===== src/rtl/reg_file_operand_fetch.sv =====
// Operand-fetch sequencer for a two-read/one-write register file: drives read ports,
// forwards in-flight writebacks, and presents both operands on a valid/ready handshake.
module reg_file_operand_fetch #(
  parameter int unsigned ADDR_WIDTH = 8,
  parameter int unsigned DATA_WIDTH = 8,
  parameter bit          ZERO_REG   = 1'b1
) (
  input  logic                  clock,
  input  logic                  reset_n,
  input  logic                  req_valid,
  output logic                  req_ready,
  input  logic [ADDR_WIDTH-1:0] req_rs1,
  input  logic [ADDR_WIDTH-1:0] req_rs2,
  input  logic                  wb_valid,
  input  logic [ADDR_WIDTH-1:0] wb_addr,
  input  logic [DATA_WIDTH-1:0] wb_data,
  output logic [ADDR_WIDTH-1:0] rf_r1_addr,
  output logic [ADDR_WIDTH-1:0] rf_r2_addr,
  output logic [ADDR_WIDTH-1:0] rf_write_addr,
  output logic [DATA_WIDTH-1:0] rf_write_data,
  output logic                  rf_write_ctrl,
  input  logic [DATA_WIDTH-1:0] rf_r1_out,
  input  logic [DATA_WIDTH-1:0] rf_r2_out,
  output logic                  op_valid,
  input  logic                  op_ready,
  output logic [DATA_WIDTH-1:0] op_a,
  output logic [DATA_WIDTH-1:0] op_b
);

  typedef enum logic [1:0] {StIdle, StFetch, StValid} state_e;

  state_e                state_q;
  logic [ADDR_WIDTH-1:0] rs1_q, rs2_q;
  logic [DATA_WIDTH-1:0] op_a_q, op_b_q, op_a_d, op_b_d;
  logic                  op_valid_q;
  logic                  accept;

  assign req_ready = (state_q == StIdle) || ((state_q == StValid) && op_ready);
  assign accept    = req_valid && req_ready;

  // Outside FETCH the request addresses go straight to the register file so the
  // acceptance edge doubles as its sample edge.
  assign rf_r1_addr = (state_q == StFetch) ? rs1_q : req_rs1;
  assign rf_r2_addr = (state_q == StFetch) ? rs2_q : req_rs2;

  assign rf_write_addr = wb_addr;
  assign rf_write_data = wb_data;
  assign rf_write_ctrl = wb_valid && reset_n && !(ZERO_REG && (wb_addr == '0));

  always_comb begin
    op_a_d = rf_r1_out;
    op_b_d = rf_r2_out;
    if (ZERO_REG && (rs1_q == '0)) begin
      op_a_d = '0;
    end else if (wb_valid && (wb_addr == rs1_q)) begin
      op_a_d = wb_data;
    end
    if (ZERO_REG && (rs2_q == '0)) begin
      op_b_d = '0;
    end else if (wb_valid && (wb_addr == rs2_q)) begin
      op_b_d = wb_data;
    end
  end

  always_ff @(posedge clock or negedge reset_n) begin
    if (!reset_n) begin
      state_q    <= StIdle;
      rs1_q      <= '0;
      rs2_q      <= '0;
      op_a_q     <= '0;
      op_b_q     <= '0;
      op_valid_q <= 1'b0;
    end else begin
      case (state_q)
        StIdle: begin
          if (accept) begin
            state_q <= StFetch;
            rs1_q   <= req_rs1;
            rs2_q   <= req_rs2;
          end
        end
        StFetch: begin
          state_q    <= StValid;
          op_a_q     <= op_a_d;
          op_b_q     <= op_b_d;
          op_valid_q <= 1'b1;
        end
        StValid: begin
          if (op_ready) begin
            op_valid_q <= 1'b0;
            if (req_valid) begin
              state_q <= StFetch;
              rs1_q   <= req_rs1;
              rs2_q   <= req_rs2;
            end else begin
              state_q <= StIdle;
            end
          end
        end
        default: begin
          state_q    <= StIdle;
          op_valid_q <= 1'b0;
        end
      endcase
    end
  end

  assign op_valid = op_valid_q;
  assign op_a     = op_a_q;
  assign op_b     = op_b_q;

endmodule


===== config.mk =====
export PLATFORM = sky130hd
export DESIGN_NAME = reg_file_operand_fetch
export DESIGN_NICKNAME = d
export VERILOG_FILES = /design/src/rtl/reg_file_operand_fetch.sv
export SDC_FILE = /design/constraint.sdc
export NUM_CORES = 1
export LEC_CHECK = 0
export ABC_AREA = 1
export CAP_MARGIN = 20
export CORE_AREA = 2 2 84 70
export CTS_CLUSTER_DIAMETER = 40
export DETAILED_ROUTE_END_ITERATION = 10
export DIE_AREA = 0 0 86 72
export GPL_ROUTABILITY_DRIVEN = 0
export HOLD_SLACK_MARGIN = 0.12
export PLACE_DENSITY = 0.94
export SLEW_MARGIN = 20
export SYNTH_ARGS = -nofsm -noshare
export SYNTH_HDL_FRONTEND = slang
export SYNTH_SLANG_ARGS = --single-unit

===== constraint.sdc =====
create_clock -name clock -period 4.14 [get_ports clock]
set_clock_uncertainty 0.15 [all_clocks]
set_input_delay 1.242 -clock clock [delete_from_list [all_inputs] [get_ports clock]]
set_output_delay 1.242 -clock clock [all_outputs]
set_load 0.02 [all_outputs]

==> run_results.csv, run 1 <==
group,metric,value,unit
placed_design,dp.cells,501,
cells_and_area,stdcell_area,0.00343,mm^2
critical_path,crit_path_start_kind,"input pin",
placed_design,dp_slack,-0.00375,ns
sta,layout_setup_ws,0.183,ns
floorplanning,die_h,72,um
synth,ys_seq_area_frac,0.377,
critical_path,worst-path-max-fanout,2,
cells_and_area,layout.nets,496,
synth,synth_top_area_cell,"dfrtp_1",
sta,finalCritPeriodShare,0.956,
critical_path,cp.arrival,2.56,ns
clock_network,numCtsBuffers,5,
clock_network,cts_tree,"done",
critical_path,ff2ff_setup_slack,1.90,ns
synth,yosysUniqueCellTypes,26,
job,max_cap_viol_count,0,
synth,synth_top_family_by_area,"simple AND/OR/NAND/NOR gates",
routing,drc,0,
synth,synth_top_area_share,0.377,
routing,vias,2443,
floorplanning,initial_core_util,0.437,
power_and_ir_drop,p_int,0.000908,W
synth,synthesis.instances,348,
power_and_ir_drop,clkPwrFrac,0.161,
routing,wl_per_cell,12.9,um
power_and_ir_drop,p_leak,1.72,nW
sta,slew_violations,0,
grt,grt_overflow,0,
clock_network,cts_root_buffer,"clkbuf_8",
clock_network,cts_htree_levels,2,
routing,drt-pass1-iter-count,4,
power_and_ir_drop,p_switching,0.000606,W
synth,synthXorXnorAreaFrac,0.00755,
synth,syn-num-nets,401,
routing,wl,6580,um
power_and_ir_drop,comb_power_share,0.482,
power_and_ir_drop,powerDensity,441,mW/mm^2
power_and_ir_drop,seqPwrFrac,0.357,
clock_network,cts_buffer_depth,2,
sta,rsz0062_at_grt,"false",
grt,grtUsageTotal,0.220,
floorplanning,ios,104,
clock_network,cts.sinks,35,
synth,synthMuxAreaShare,0,
floorplanning,rows,24,
synth,synth_adder_area_share,0,
power_and_ir_drop,power,0.00151,W
cells_and_area,stdcell_count,508,
routing,drtIter0Drc,118,
synth,synth-compound-area-share,0.106,
critical_path,worstPathRequired,2.75,ns
synth,postSynthAreaPerCell,6.67,um^2
grt,grt_antenna_before_repair,0,
placed_design,dpl-instance-area,0.00334,mm^2
critical_path,worstSetupEndpointType,"output pin",
synth,synth_area_leaders,"dfrtp_1, nand2_1, inv_1",
worst_hold_path,hp-class,"register to register",
sta,period_needed,3.96,ns
floorplanning,core,0.00532,mm^2
routing,via_per_inst,4.81,
grt,grt_max_degree,36,
sta,tightest_slew,0.990,ns
synth,synth-simple-area-share,0.331,
grt,grt_pass1_wl,10900,um
synth,ys_seq_elements,35,
clock_network,post_cts_buffers,0,
critical_path,path_class,"input pin to output pin",
placed_design,port-buffer-count,103,
status,status,"finished clean",
routing,antenna_left,0,
power_and_ir_drop,switching_share,0.400,
sta,hold_viol_final,0,
sta,setup_viol,0,
grt,grt_pass1_vias,2363,
floorplanning,die_w,86,um
clock_network,cts.reportedPaths.clkPinSlew,0.06,ns
placed_design,hpwl,5350,um
synth,yosysWarnings,0,
cells_and_area,area_growth_syn_to_layout,47.8,%
cells_and_area,final_layout_size_suffix_gt1_frac,0.0722,
synth,syn-cell-area,0.00232,mm^2
sta,fmax,253,MHz
power_and_ir_drop,peakVddDrop,0.291,mV
clock_network,clk_latency,0.28,ns
floorplanning,dieArea,0.00619,mm^2
cells_and_area,diodes,0,
sta,maxSlewHeadroom,0.338,
## worst max-delay path: stages
cell and delay (ns):
clkdlybuf4s50_1 0.45, inv_1 0.04, o21ai_0 0.18, clkdlybuf4s50_1 0.64
## kinds of logic (layout without fill, tap and decap cells)
kind of cell,after synthesis,after routing
AO/OA/AOI/OAI,42,42
XOR/XNOR,2,2
buffers and inverters,93,188
flip-flops,35,35
AND/OR/NAND/NOR,176,176
## cells in the final DEF, fill, tap and decap left out
master and n:
nand2_1 116, clkdlybuf4s50_1 102, inv_1 60, nand3_1 36, dfrtp_1 35, o21ai_0 18, o21ai_1 18, nor2_1 12
inv_2 8, buf_4 8, clkbuf_8 6, nor2_4 4, a21oi_1 3, nor4_1 2, clkinv_1 2, nand4_1 2
or2_4 1, xor2_1 1, a21oi_4 1, nand3_4 1, nor3_1 1, a41oi_4 1, o211ai_1 1, xnor2_1 1
nand2_2 1, clkinv_2 1, dlygate4sd2_1 1
## final timing paths
check                      cells after the start        from             to
min in group asynchronous                      2     reset_n        op_b[5]
hold reg to reg                                2     op_a[1]        op_a[1]
hold / removal                                 2     op_a[1]        op_a[1]
max in group asynchronous                      2     reset_n        op_a[4]
setup / recovery                               4  req_rs2[0]  rf_r2_addr[0]
setup reg to reg                               5  state_q[1]        op_b[5]
## per-stage QoR
stage | hold slack, ns | TNS, ns | util
2_1_floorplan | 0.351 | 0 | -
3_5_place_dp | 0.316 | -0.00375 | 0.629
4_1_cts | 0.335 | 0 | 0.645
3_3_place_gp | 0.312 | 0 | 0.629
6_report | 0.331 | 0 | 0.645
5_1_grt | 0.359 | 0 | 0.645
## area by class of cell
cell class	count	area, um^2
multi-input cells	220	1030
clock buffers	6	82.6
fillers	450	1890
flip-flops and latches	35	876
repair buffers	111	1090
clock inverters	1	5.00
inverters	70	263
well taps	65	81.3
## layer usage
layer  share of wire  vias to the layer above  track usage  wire length [um]
li1                -                     1238            -                 -
met1            0.43                     1119        0.281              2850
met2            0.50                       70        0.378              3300
met3           0.041                       16       0.0375               268
met4           0.024                        0       0.0758               161
met5               0                        -            0                 0
## power groups by stage
stage | combinational, W | sequential [W] | clock (W)
3_3_place_gp | 0.000710 | 0.000537 | 0
3_5_place_dp | 0.000730 | 0.000545 | 0
6_report | 0.000729 | 0.000541 | 0.000244
5_1_grt | 0.000794 | 0.000559 | 0.000267
4_1_cts | 0.000733 | 0.000540 | 0.000252
2_1_floorplan | 0.000325 | 0.000610 | 0
## cell usage after synthesis
cell type and n:
nor3_1 1, nor4_1 2, dfrtp_1 35, nor2_4 4
o21ai_0 18, a21oi_1 3, nand2_1 116, nor2_1 12
inv_1 60, nand3_1 36, clkinv_1 2, o21ai_1 18
nand4_1 2, o211ai_1 1, xor2_1 1, clkbuf_1 3
inv_2 8, buf_4 16, nand3_4 1, nand2_2 1
a41oi_4 1, buf_2 3, buf_1 1, xnor2_1 1
or2_4 1, a21oi_4 1
## flip-flops by register name, indices dropped and copies added (netlist names)
name / flops
op_valid: 1
rs1_q: 8
state_q: 2
op_a: 8
op_b: 8
rs2_q: 8
## what timing repair did
action                     CTS  global route
resized for setup            1             0
hold buffers                 0             0
setup endpoints to repair    1             0
hold endpoints to repair     0             0
(Power assumes the default switching activity.)
==> inputs of run 2 (changes only) <==
--- a/config.mk
+++ b/config.mk
@@ -14,7 +14,6 @@
 export GPL_ROUTABILITY_DRIVEN = 0
 export HOLD_SLACK_MARGIN = 0.12
 export PLACE_DENSITY = 0.94
-export SLEW_MARGIN = 20
 export SYNTH_ARGS = -nofsm -noshare
 export SYNTH_HDL_FRONTEND = slang
 export SYNTH_SLANG_ARGS = --single-unit
==> results of run 2 <==
Same layout as run 1: the final DEF is identical, and so are final timing and power.
